--- src/rtl/led_matrix_key_scanner.sv ---
// Column-strobed key matrix scanner with per-key debounce; keys uses the LED array's flat layout.
// Optional `KEY_SCANNER_LAST_KEY_EN adds last_idx/last_pressed reporting of the latest key change.
module led_matrix_key_scanner #(
  parameter int unsigned N        = 5,
  parameter int unsigned DWELL    = 1000,
  parameter int unsigned DEBOUNCE = 4
) (
  input  logic                  clk,
  input  logic                  rst,
  input  logic                  ena,
  input  logic [N-1:0]          rows_in,
  output logic [N-1:0]          cols,
  output logic [$clog2(N):0]    x,
  output logic [N*N-1:0]        keys,
  output logic                  key_event,
  output logic                  frame_done
`ifdef KEY_SCANNER_LAST_KEY_EN
  ,
  output logic [$clog2(N*N)-1:0] last_idx,
  output logic                   last_pressed
`endif
);

  localparam int unsigned XW = $clog2(N) + 1;
  localparam int unsigned DW = $clog2(DWELL);
  localparam int unsigned CW = $clog2(DEBOUNCE + 1);

  localparam logic [1:0] StIdle   = 2'd0;
  localparam logic [1:0] StSettle = 2'd1;
  localparam logic [1:0] StSample = 2'd2;

  logic [1:0]     state_q, state_d;
  logic [XW-1:0]  x_q, x_d;
  logic [DW-1:0]  dwell_q, dwell_d;
  logic [N-1:0]   sync1_q, sync2_q;
  logic [N*N-1:0] keys_q, keys_d;
  logic [CW-1:0]  cnt_q [N*N];
  logic [CW-1:0]  cnt_d [N*N];
  logic           key_event_q, key_event_d;
  logic           frame_done_q, frame_done_d;
  logic [N*N-1:0] changed;

  always_comb begin
    state_d      = state_q;
    x_d          = x_q;
    dwell_d      = '0;
    keys_d       = keys_q;
    cnt_d        = cnt_q;
    key_event_d  = 1'b0;
    frame_done_d = 1'b0;
    changed      = '0;
    // Disable overrides everything, including a SAMPLE on the same edge.
    if (!ena) begin
      state_d = StIdle;
      x_d     = '0;
    end else begin
      case (state_q)
        StIdle: begin
          state_d = StSettle;
          x_d     = '0;
        end
        StSettle: begin
          if (dwell_q == DW'(DWELL - 1)) state_d = StSample;
          else dwell_d = dwell_q + 1'b1;
        end
        StSample: begin
          for (int r = 0; r < int'(N); r++) begin
            for (int c = 0; c < int'(N); c++) begin
              if (c == int'(x_q)) begin
                if (sync2_q[r] == keys_q[r*N+c]) begin
                  cnt_d[r*N+c] = '0;
                end else if (cnt_q[r*N+c] == CW'(DEBOUNCE - 1)) begin
                  keys_d[r*N+c]  = sync2_q[r];
                  cnt_d[r*N+c]   = '0;
                  changed[r*N+c] = 1'b1;
                end else begin
                  cnt_d[r*N+c] = cnt_q[r*N+c] + 1'b1;
                end
              end
            end
          end
          key_event_d = |changed;
          if (x_q == XW'(N - 1)) begin
            x_d          = '0;
            frame_done_d = 1'b1;
          end else begin
            x_d = x_q + 1'b1;
          end
          state_d = StSettle;
        end
        default: state_d = StIdle;
      endcase
    end
  end

  always_ff @(posedge clk or negedge rst) begin
    if (!rst) begin
      state_q      <= StIdle;
      x_q          <= '0;
      dwell_q      <= '0;
      sync1_q      <= '0;
      sync2_q      <= '0;
      keys_q       <= '0;
      key_event_q  <= 1'b0;
      frame_done_q <= 1'b0;
      for (int i = 0; i < int'(N * N); i++) cnt_q[i] <= '0;
    end else begin
      state_q      <= state_d;
      x_q          <= x_d;
      dwell_q      <= dwell_d;
      sync1_q      <= rows_in;
      sync2_q      <= sync1_q;
      keys_q       <= keys_d;
      key_event_q  <= key_event_d;
      frame_done_q <= frame_done_d;
      cnt_q        <= cnt_d;
    end
  end

  always_comb begin
    cols = '0;
    if (state_q != StIdle) cols = {{(N-1){1'b0}}, 1'b1} << x_q;
  end

  assign x          = x_q;
  assign keys       = keys_q;
  assign key_event  = key_event_q;
  assign frame_done = frame_done_q;

`ifdef KEY_SCANNER_LAST_KEY_EN
  localparam int unsigned IW = $clog2(N * N);

  logic [IW-1:0] last_idx_q, last_idx_d;
  logic          last_pressed_q, last_pressed_d;

  // Descending scan so the lowest changed index is the one left standing.
  always_comb begin
    last_idx_d     = last_idx_q;
    last_pressed_d = last_pressed_q;
    for (int i = int'(N * N) - 1; i >= 0; i--) begin
      if (changed[i]) begin
        last_idx_d     = IW'(i);
        last_pressed_d = keys_d[i];
      end
    end
  end

  always_ff @(posedge clk or negedge rst) begin
    if (!rst) begin
      last_idx_q     <= '0;
      last_pressed_q <= 1'b0;
    end else begin
      last_idx_q     <= last_idx_d;
      last_pressed_q <= last_pressed_d;
    end
  end

  assign last_idx     = last_idx_q;
  assign last_pressed = last_pressed_q;
`endif

endmodule
--- config.mk ---
export PLATFORM = sky130hd
export DESIGN_NAME = led_matrix_key_scanner
export DESIGN_NICKNAME = d
export VERILOG_FILES = /design/src/rtl/led_matrix_key_scanner.sv
export SDC_FILE = /design/constraint.sdc
export NUM_CORES = 1
export LEC_CHECK = 0
export BUFFER_PORTS_ARGS = -buffer_cell sky130_fd_sc_hd__buf_2
export CORE_MARGIN = 3
export CORE_UTILIZATION = 34
export CTS_BUF_LIST = sky130_fd_sc_hd__clkbuf_8
export DETAILED_ROUTE_END_ITERATION = 12
export MAX_ROUTING_LAYER = met4
export PLACE_DENSITY_LB_ADDON = 0.3
export SETUP_SLACK_MARGIN = 0.3
export SLEW_MARGIN = 40
export SYNTH_ARGS = -nofsm -noshare
export SYNTH_HDL_FRONTEND = slang
export SYNTH_SLANG_ARGS = --single-unit
--- constraint.sdc ---
create_clock -name clk -period 3.4 [get_ports clk]
set_input_delay 0.68 -clock clk [delete_from_list [all_inputs] [get_ports clk]]
set_output_delay 0.68 -clock clk [all_outputs]
set_load 0.01 [all_outputs]
==> flow_summary.ini, run 1 <==
[clocking]
cts_tree = built
clk_latency_ns = 0.43
cts_buffers = 17
hold_buffers = 0
cts_sinks = 128
clkTransAtPathRegs_ns = 0.07
htreeDepth = 4
cts_resized = 0
cts_buffer_depth = 2
cts_setup_buffers = 0
ctsRootBufferMaster = clkbuf_8

[drt]
vias = 3970
postRouteAntennaNets = 0
drcViolationCount = 0
routed_via_density = 4.91
drt-initial-drc-count = 142
routed_wl_um = 12200
dr.max_layer_used = met4
met1Wirelength_um = 6030
drt-wirelength-per-cell_um = 15.1
wl_met2_um = 5610
drtPass1Iterations = 4
wl_met3_um = 379

[setup_path]
cp_slowest_stage_delay_ns = 0.45
crit_type = reg2out
critPathRequiredTime_ns = 2.72
cp-end-kind = output port
crit_buf_inv = 1
cp_top_family = adder cells
crit_fanout = 7
cpMostUsedCell = ha_1
critPathLaunchType = register
cpMaxStageDelayCell = dfrtp_1
path_cells = ha_1 -> ha_1 -> nor3b_1 -> buf_2
crit_arrival_ns = 1.90

[sta]
fmaxAchievable_mhz = 388
worst_pin_slew_ns = 0.734
hold_viol_final = 0
rsz0062_at_grt = no
fin_skew_ns = 0.00938
layout_min_cycle_time_ns = 2.58
setup_tns_ns = 0
setup_viol_count_final = 0
max_slew_margin = 0.509
drv_slew = 0
fin_crit_sh = 0.758

[final_layout]
nets = 610
drive_above_1_share = 0.212
register_area_sq_um = 3200
multiInputGateArea_sq_um = 2700
fin_cells = 809
syn_to_final_growth_pct = 14.0
diodes = 0
fill_cells = 1692

[place]
port_buffers = 43
placed_cells = 777
place_congestion = 0.787
hpwl_um = 8670

[logic_synthesis]
synth_seq_area_share = 0.532
synth_seq_cells = 128
ys_warn_count = 0
synth_area_sq_um = 6020
synth-async-reset-ratio = 1.00
synth_nets = 563
ys_types = 41
synth-edff-count = 0
syn_area_per_cell_sq_um = 11.5
syn_inst = 524
ys.flop_type = dfrtp_1

[hold_path]
worst_hold_path_type = in2async

[global_routing]
grt_pass1_vias = 4163
globalRouteTotalUtil = 0.138
grt_overflow = 0
antenna_found_initial = 0
grt_start_max_net_pins = 61
grt_pass1_wl_um = 20900

[floorplan]
fp-row-count = 48
initial_core_util = 0.348
dieWidth_um = 139
die_h_um = 139
io_pins = 44
core_area_sq_um = 17300
dieArea_sq_um = 19300

[status]
outcome = completed

[power]
vdd_drop_max_v = 0.000265
p_per_area_nw_per_um2 = 427
leakagePower_nw = 3.45

[flow_run]
maxCapViolCount = 0
## final timing paths
path                             from          to  slack, ns  cells after the start
max                              x[0]     cols[3]       0.82                      4
max in group asynchronous         rst   cnt_q[53]       2.44                      2
min reg2reg                sync1_q[2]  sync2_q[2]       0.35                      0
min in group clk           sync1_q[2]  sync2_q[2]       0.35                      0
min                               rst   cnt_q[15]       0.20                      1
max reg2reg                      x[0]     keys[9]       0.99                      7
## area by class of cell
cell class	instances	area share
clock buffers	20	0.0401
clock inverters	12	0.0170
inverters	9	0.00492
multi-input cells	370	0.394
flip-flops and latches	128	0.467
well taps	225	0.0410
repair buffers	45	0.0363
## metrics by stage
step | setup WS [ns] | total power, W | instance area (sq um) | hold slack [ns] | util
global route | 0.618 | 0.00306 | 6860 | 0.224 | 0.397
global placement | 1.05 | 0.00167 | 6470 | 0.332 | 0.374
detailed placement | 0.946 | 0.00167 | 6470 | 0.336 | 0.374
floorplan | 1.53 | 0.00162 | 6020 | 0.331 | -
CTS | 0.778 | 0.00298 | 6860 | 0.311 | 0.396
finish | 0.821 | 0.00293 | 6860 | 0.202 | 0.397
## flip-flops by register name, indices dropped and copies added, names as in the netlist, 2 cells and up
signal and flops:
sync2_q 5, x 4, state_q 2, dwell_q 10
sync1_q 5, cnt_q 75, keys 25
## synth_stat cells (all sizes together) (2+ instances only)
| cell | number | area share |
|---|---|---|
| dfrtp | 128 | 0.53 |
| nor2 | 58 | 0.036 |
| mux2 | 44 | 0.082 |
| ha | 31 | 0.064 |
| nand2 | 30 | 0.019 |
| xnor2 | 27 | 0.039 |
| nor2b | 21 | 0.022 |
| a22o | 20 | 0.029 |
| o21a | 19 | 0.024 |
| nand2b | 13 | 0.014 |
| nor3 | 13 | 0.013 |
| nor3b | 12 | 0.015 |
| buf | 11 | 0.0091 |
| o21ai | 11 | 0.0091 |
| nand3 | 10 | 0.0083 |
| inv | 9 | 0.0056 |
| a21o | 7 | 0.0087 |
| a21oi | 6 | 0.0050 |
| clkbuf | 6 | 0.0037 |
| nand3b | 6 | 0.0096 |
| nor4 | 6 | 0.0062 |
| xor2 | 6 | 0.0087 |
| and2 | 5 | 0.0052 |
| and3 | 5 | 0.0052 |
| o22ai | 4 | 0.0042 |
| o311ai | 2 | 0.0029 |
| or3 | 2 | 0.0021 |
## power by group
part	switching, W	leakage [nW]	internal, W
clock	0.000589	0.201	0.000698
sequential	0.0000244	1.76	0.00153
combinational	0.0000597	1.49	0.0000275
total	0.000674	3.45	0.00226
## layout by cell type, fill, tap and decap left out, types with 4 or more instances in the layout
master,n
nand3_1,10
ha_1,31
o21ai_0,11
clkbuf_8,20
nor4_1,6
buf_2,42
nor2_1,58
nor2b_1,21
a21o_1,7
o22ai_1,4
o21a_1,19
dfrtp_1,128
nor3_1,12
xor2_1,6
nand2b_1,13
a21oi_1,6
nand3b_1,5
mux2_2,44
and3_1,5
nand2_1,30
inv_1,10
nor3b_1,12
a22o_1,20
clkinv_2,6
and2_1,5
xnor2_1,27
## layer usage
| metal | global-route usage | vias to the layer above |
|---|---|---|
| met2 | 0.204 | 61 |
| met1 | 0.185 | 1964 |
| met4 | 0.0530 | 0 |
| met3 | 0.0334 | 20 |
| li1 | - | 1925 |
| met5 | - | - |
## cells by family after synthesis
logic type / Yosys count / synth area share
AND/OR/NAND/NOR: 185 / 0.159
flip-flops: 128 / 0.532
AO/OA/AOI/OAI: 77 / 0.0948
multiplexers: 44 / 0.0823
XOR/XNOR: 33 / 0.0480
adder cells (fa/ha/maj): 31 / 0.0645
buffers and inverters: 26 / 0.0185
No activity file was read; power rests on OpenSTA's default activity.
==> run 2, diff against run 1 <==
ABC_AREA = 1   (was default)
clock period = 2.2 ns   (was 3.4 ns; I/O delays follow)
==> flow_summary.ini, run 2 <==
[drt]
drtPass1Iterations = 5
drcViolationCount = 0
dr.max_layer_used = met4
routed_wl_um = 15300
postRouteAntennaNets = 0
drt-wirelength-per-cell_um = 14.2
drt-initial-drc-count = 330
wl_met3_um = 818
routed_via_density = 4.79
wl_met2_um = 7000
met1Wirelength_um = 7310
vias = 5183

[sta]
worst_hold_slack_ns = 0.108
fmaxAchievable_mhz = 477
rsz0062_at_grt = yes
fin_crit_sh = 0.953
layout_min_cycle_time_ns = 2.10
worst_pin_slew_ns = 0.490
setup_viol_count_final = 0
fin_skew_ns = 0.0133
max_slew_margin = 0.674
drv_slew = 0
hold_viol_final = 0

[logic_synthesis]
yosysTopAreaCell = dfrtp_1
synth_area_sq_um = 6400
ys_warn_count = 0
syn_area_per_cell_sq_um = 8.35
synth_common_cells = 176 x nand2_1, 128 x dfrtp_1, 95 x inv_1, 91 x nor2_1, 64 x o21ai_0
synth_nets = 805
ys.flop_type = dfrtp_1
synth-async-reset-ratio = 1.00
synth_seq_area_share = 0.501
synthTopCellsByArea = dfrtp_1 50%, nand2_1 10%, ha_1 6.1%
syn_inst = 766
synth-edff-count = 0
ys_types = 27
synth.most_common_cell = nand2_1
synth_seq_cells = 128
yosys.area.top_type_share = 0.501

[hold_path]
holdPathStages = 1
worst_hold_path_type = in2reg

[final_layout]
largest_reg_flops = 75
layout.cells.most_common = nand2_1
top_register = cnt_q
syn_to_final_growth_pct = 17.9
nets = 879
fin_cells = 1081
diodes = 0
drive_above_1_share = 0.158
final_cell_mix = 174 x nand2_1, 125 x dfrtp_1, 93 x inv_1

[clocking]
htreeDepth = 4
clkTransAtPathRegs_ns = 0.08
cts_buffer_depth = 2
ctsRootBufferMaster = clkbuf_8
cts_sinks = 128
cts_buffers = 17
clk_latency_ns = 0.44
cts_tree = built

[power]
leakagePower_nw = 3.80
vdd_drop_max_v = 0.000399
p_per_area_nw_per_um2 = 625

[setup_path]
crit_type = reg2out
critPathRequiredTime_ns = 1.76
critPathLaunchType = register
crit_fanout = 3
r2r_slack_ns = 0.42
crit_arrival_ns = 1.66
reg2reg_depth = 11
cp-end-kind = output port

[status]
outcome = completed

[floorplan]
initial_core_util = 0.351
dieArea_sq_um = 20500
dieWidth_um = 143
core_area_sq_um = 18200
fp-row-count = 49
die_h_um = 143
io_pins = 44

[global_routing]
antenna_found_initial = 0
grt_pass1_vias = 5059
grt_start_max_net_pins = 41
grt_pass1_wl_um = 25500
globalRouteTotalUtil = 0.165
grt_overflow = 0

[place]
hpwl_um = 10800
place_congestion = 0.845
placed_cells = 1036
port_buffers = 43

[flow_run]
maxCapViolCount = 0
[run 2: cell types whose count changed after synthesis, moves of 27 or more]
cell     change
nand2_1    +146
inv_1       +86
o21ai_0     +53
mux2_2      -44
nand3_1     +40
nor2_1      +33
xnor2_1     -27
[run 2: path summary, 6_finish.rpt]
path                            start    endpoint
setup / recovery                 x[0]     cols[4]
hold / removal             rows_in[1]  sync1_q[1]
setup reg to reg                 x[1]   key_event
hold reg to reg            sync1_q[0]  sync2_q[0]
max in group asynchronous         rst    keys[23]
min in group asynchronous         rst  dwell_q[9]
[run 2: logic make-up (layout without fill, tap and decap cells)]
family	count (synthesis)	in the layout	synth area share
AO/OA/AOI/OAI	135	135	0.124
buffers and inverters	119	205	0.0739
flip-flops	128	128	0.501
XOR/XNOR	5	5	0.00685
AND/OR/NAND/NOR	348	348	0.234
adder cells (fa/ha/maj)	31	31	0.0606
[run 2: layout make-up]
| cell class | instances | area, sq um |
|---|---|---|
| timing repair buffer | 71 | 463 |
| clock inverter | 14 | 175 |
| multi-input combinational | 519 | 2780 |
| inverter | 103 | 395 |
| clock buffer | 17 | 234 |
| tap | 229 | 287 |
| fill | 1779 | 10700 |
| sequential | 128 | 3210 |
[run 2: where the power goes]
part | internal, W | switching, W | leakage [nW]
Clock | 0.00121 | 0.000928 | 0.209
Combinational | 0.0000521 | 0.000152 | 1.94
Sequential | 0.00237 | 0.00000912 | 1.65
Total | 0.00363 | 0.00109 | 3.80
[run 2: worst max-delay path: stages (launching register included)]
cell and delay [ns]:
dfrtp_2 0.45, inv_2 0.09, ha_2 0.18, nand2_2 0.07
nor2_4 0.12, inv_2 0.07, nor2_4 0.13, buf_6 0.11
[run 2: repair_timing]
| item | in CTS | in global routing |
|---|---|---|
| gates resized for setup | 14 | 13 |
| endpoints found under the setup margin | 7 | 9 |
| pin swaps | 5 | 8 |
| hold endpoints to repair | 36 | 0 |
| setup buffers | 10 | 3 |
| gates cloned | 0 | 0 |
| hold buffers | 1 | 0 |
[run 2: routing by layer]
layer,vias to the layer above,global-route usage
li1,2633,-
met1,2453,0.219
met2,85,0.247
met3,12,0.0445
met4,0,0.0490
met5,-,-
[run 2: through the flow]
step | setup TNS (ns) | cell area (sq um) | total power (W) | setup slack (ns) | utilization
after floorplan | 0 | 6400 | 0.00250 | 0.402 | -
after global placement | 0 | 6940 | 0.00262 | 0.342 | 0.381
after detailed placement | 0 | 6940 | 0.00262 | 0.293 | 0.381
after CTS | 0 | 7460 | 0.00477 | 0.0568 | 0.410
after global routing | -0.0176 | 7540 | 0.00491 | -0.0176 | 0.414
final | 0 | 7540 | 0.00472 | 0.104 | 0.414
==> run 3, diff against run 2 <==
ABC_CLOCK_PERIOD_IN_PS = 2200   (was default)
BUFFER_PORTS_ARGS = -buffer_cell sky130_fd_sc_hd__buf_4   (was -buffer_cell sky130_fd_sc_hd__buf_2)
==> flow_summary.ini, run 3 (synthesis gave the netlist of run 2 again) <==
[status]
outcome = completed

[clocking]
htreeDepth = 4
clk_latency_ns = 0.45
cts_buffer_depth = 2
cts_sinks = 128
cts_buffers = 17
ctsRootBufferMaster = clkbuf_8
clkTransAtPathRegs_ns = 0.08
cts_tree = built

[floorplan]
dieArea_sq_um = 20500
die_h_um = 143
initial_core_util = 0.351
io_pins = 44
fp-row-count = 49
core_area_sq_um = 18200
dieWidth_um = 143

[setup_path]
crit_fanout = 4
crit_type = reg2out
cp_num_cells = 7
cpMaxStageDelayCell = dfrtp_2
r2r_start = x[0]
path_cells = inv_2 -> ha_1 -> nand2_1 -> nor2_4 -> clkinv_4 -> nor2_2 -> buf_4
cp_slowest_stage_delay_ns = 0.44
crit_arrival_ns = 1.68
cp-end-kind = output port
critPathRequiredTime_ns = 1.76
critPathLaunchType = register
r2r_slack_ns = 0.42
crit_buf_inv = 3
regToRegEndpoint = cnt_q[45]
cp_top_family = flip-flops
reg2reg_depth = 10

[sta]
drv_slew = 0
max_slew_margin = 0.671
fmaxAchievable_mhz = 473
worst_pin_slew_ns = 0.494
worst_hold_slack_ns = 0.0949
rsz0062_at_grt = yes
setup_viol_count_final = 0
layout_min_cycle_time_ns = 2.12
fin_skew_ns = 0.0110
hold_viol_final = 0
fin_crit_sh = 0.962

[place]
hpwl_um = 10900
port_buffers = 43
placed_cells = 1037
place_congestion = 0.827

[hold_path]
hold_start = rows_in[1]
worst_hold_path_type = in2reg
holdPathStages = 1
worst_hold_path.endpoint = sync1_q[1]

[drt]
routed_wl_um = 15700
drcViolationCount = 0
postRouteAntennaNets = 0
routed_via_density = 4.81
vias = 5250
drt-wirelength-per-cell_um = 14.4
drtPass1Iterations = 5
drt-initial-drc-count = 396

[global_routing]
grt_pass1_vias = 4933
grt_pass1_wl_um = 25600
globalRouteTotalUtil = 0.166
grt_start_max_net_pins = 44
grt_overflow = 0
antenna_found_initial = 0

[final_layout]
diodes = 0
top_register = cnt_q
final_cell_mix = 174 x nand2_1, 127 x dfrtp_1, 91 x inv_1
layout.cells.most_common = nand2_1
nets = 890
drive_above_1_share = 0.170
fin_cells = 1092
largest_reg_flops = 75
syn_to_final_growth_pct = 19.9

[power]
vdd_drop_max_v = 0.000465
leakagePower_nw = 3.86
p_per_area_nw_per_um2 = 582

[flow_run]
maxCapViolCount = 0
## run 3: cell count changes in the layout (fill, tap and decap cells not counted), moves of 3 or more
cell and delta:
buf_4 +53, buf_6 -3, nor2_2 +3, clkbuf_8 +5
bufinv_16 -4, buf_2 -40
## run 3: worst max-delay path by stage
stage,startpoint,to,slack [ns]
global placement,x[0],cnt_q[46],0.32
CTS,x[1],cols[4],0.07
detailed placement,x[0],cnt_q[1],0.24
finish,x[0],cols[2],0.08
floorplan,x[0],cols[2],0.40
global route,x[1],cols[1],-0.02
## run 3: report_power, final
group / switching (W) / internal [W] / total (W)
Sequential: 0.0000125 / 0.00237 / 0.00238
Clock: 0.000960 / 0.000915 / 0.00188
Combinational: 0.000151 / 0.0000533 / 0.000204
Total: 0.00112 / 0.00333 / 0.00446
## run 3: worst register-to-register path, delay by kind of cell (launching register included)
family                   cells  cell delay [ns]
buffers and inverters        4             0.47
flip-flops                   1             0.44
AND/OR/NAND/NOR              3             0.42
adder cells (fa/ha/maj)      1             0.19
AO/OA/AOI/OAI                2             0.17
## run 3: area by class of cell
type | count | area [sq um]
clock inverters | 9 | 58.8
flip-flops and latches | 128 | 3200
inverters | 103 | 397
multi-input cells | 519 | 2770
clock buffers | 22 | 303
fillers | 1760 | 10500
well taps | 229 | 287
repair buffers | 82 | 647
## run 3: per-layer routing
metal	track usage	up-vias	wire, um
li1	-	2657	-
met1	0.221	2469	7490
met2	0.246	103	7110
met3	0.0452	21	800
met4	0.0595	0	322
met5	-	-	0
## run 3: metrics by stage
step / area (sq um) / utilization / total power [W] / setup slack [ns] / setup TNS [ns]
floorplan: 6400 / - / 0.00250 / 0.402 / 0
global placement: 7050 / 0.387 / 0.00263 / 0.323 / 0
detailed placement: 7050 / 0.387 / 0.00263 / 0.237 / 0
CTS: 7530 / 0.414 / 0.00451 / 0.0743 / 0
global route: 7670 / 0.421 / 0.00465 / -0.0233 / -0.0406
finish: 7670 / 0.421 / 0.00446 / 0.0842 / 0
## run 3: repair_timing
action	in CTS	in global routing
hold buffers	1	0
pin swaps	3	6
setup buffers	10	13
gates resized for setup	14	8
setup endpoints to repair	11	17
hold endpoints to repair	38	0
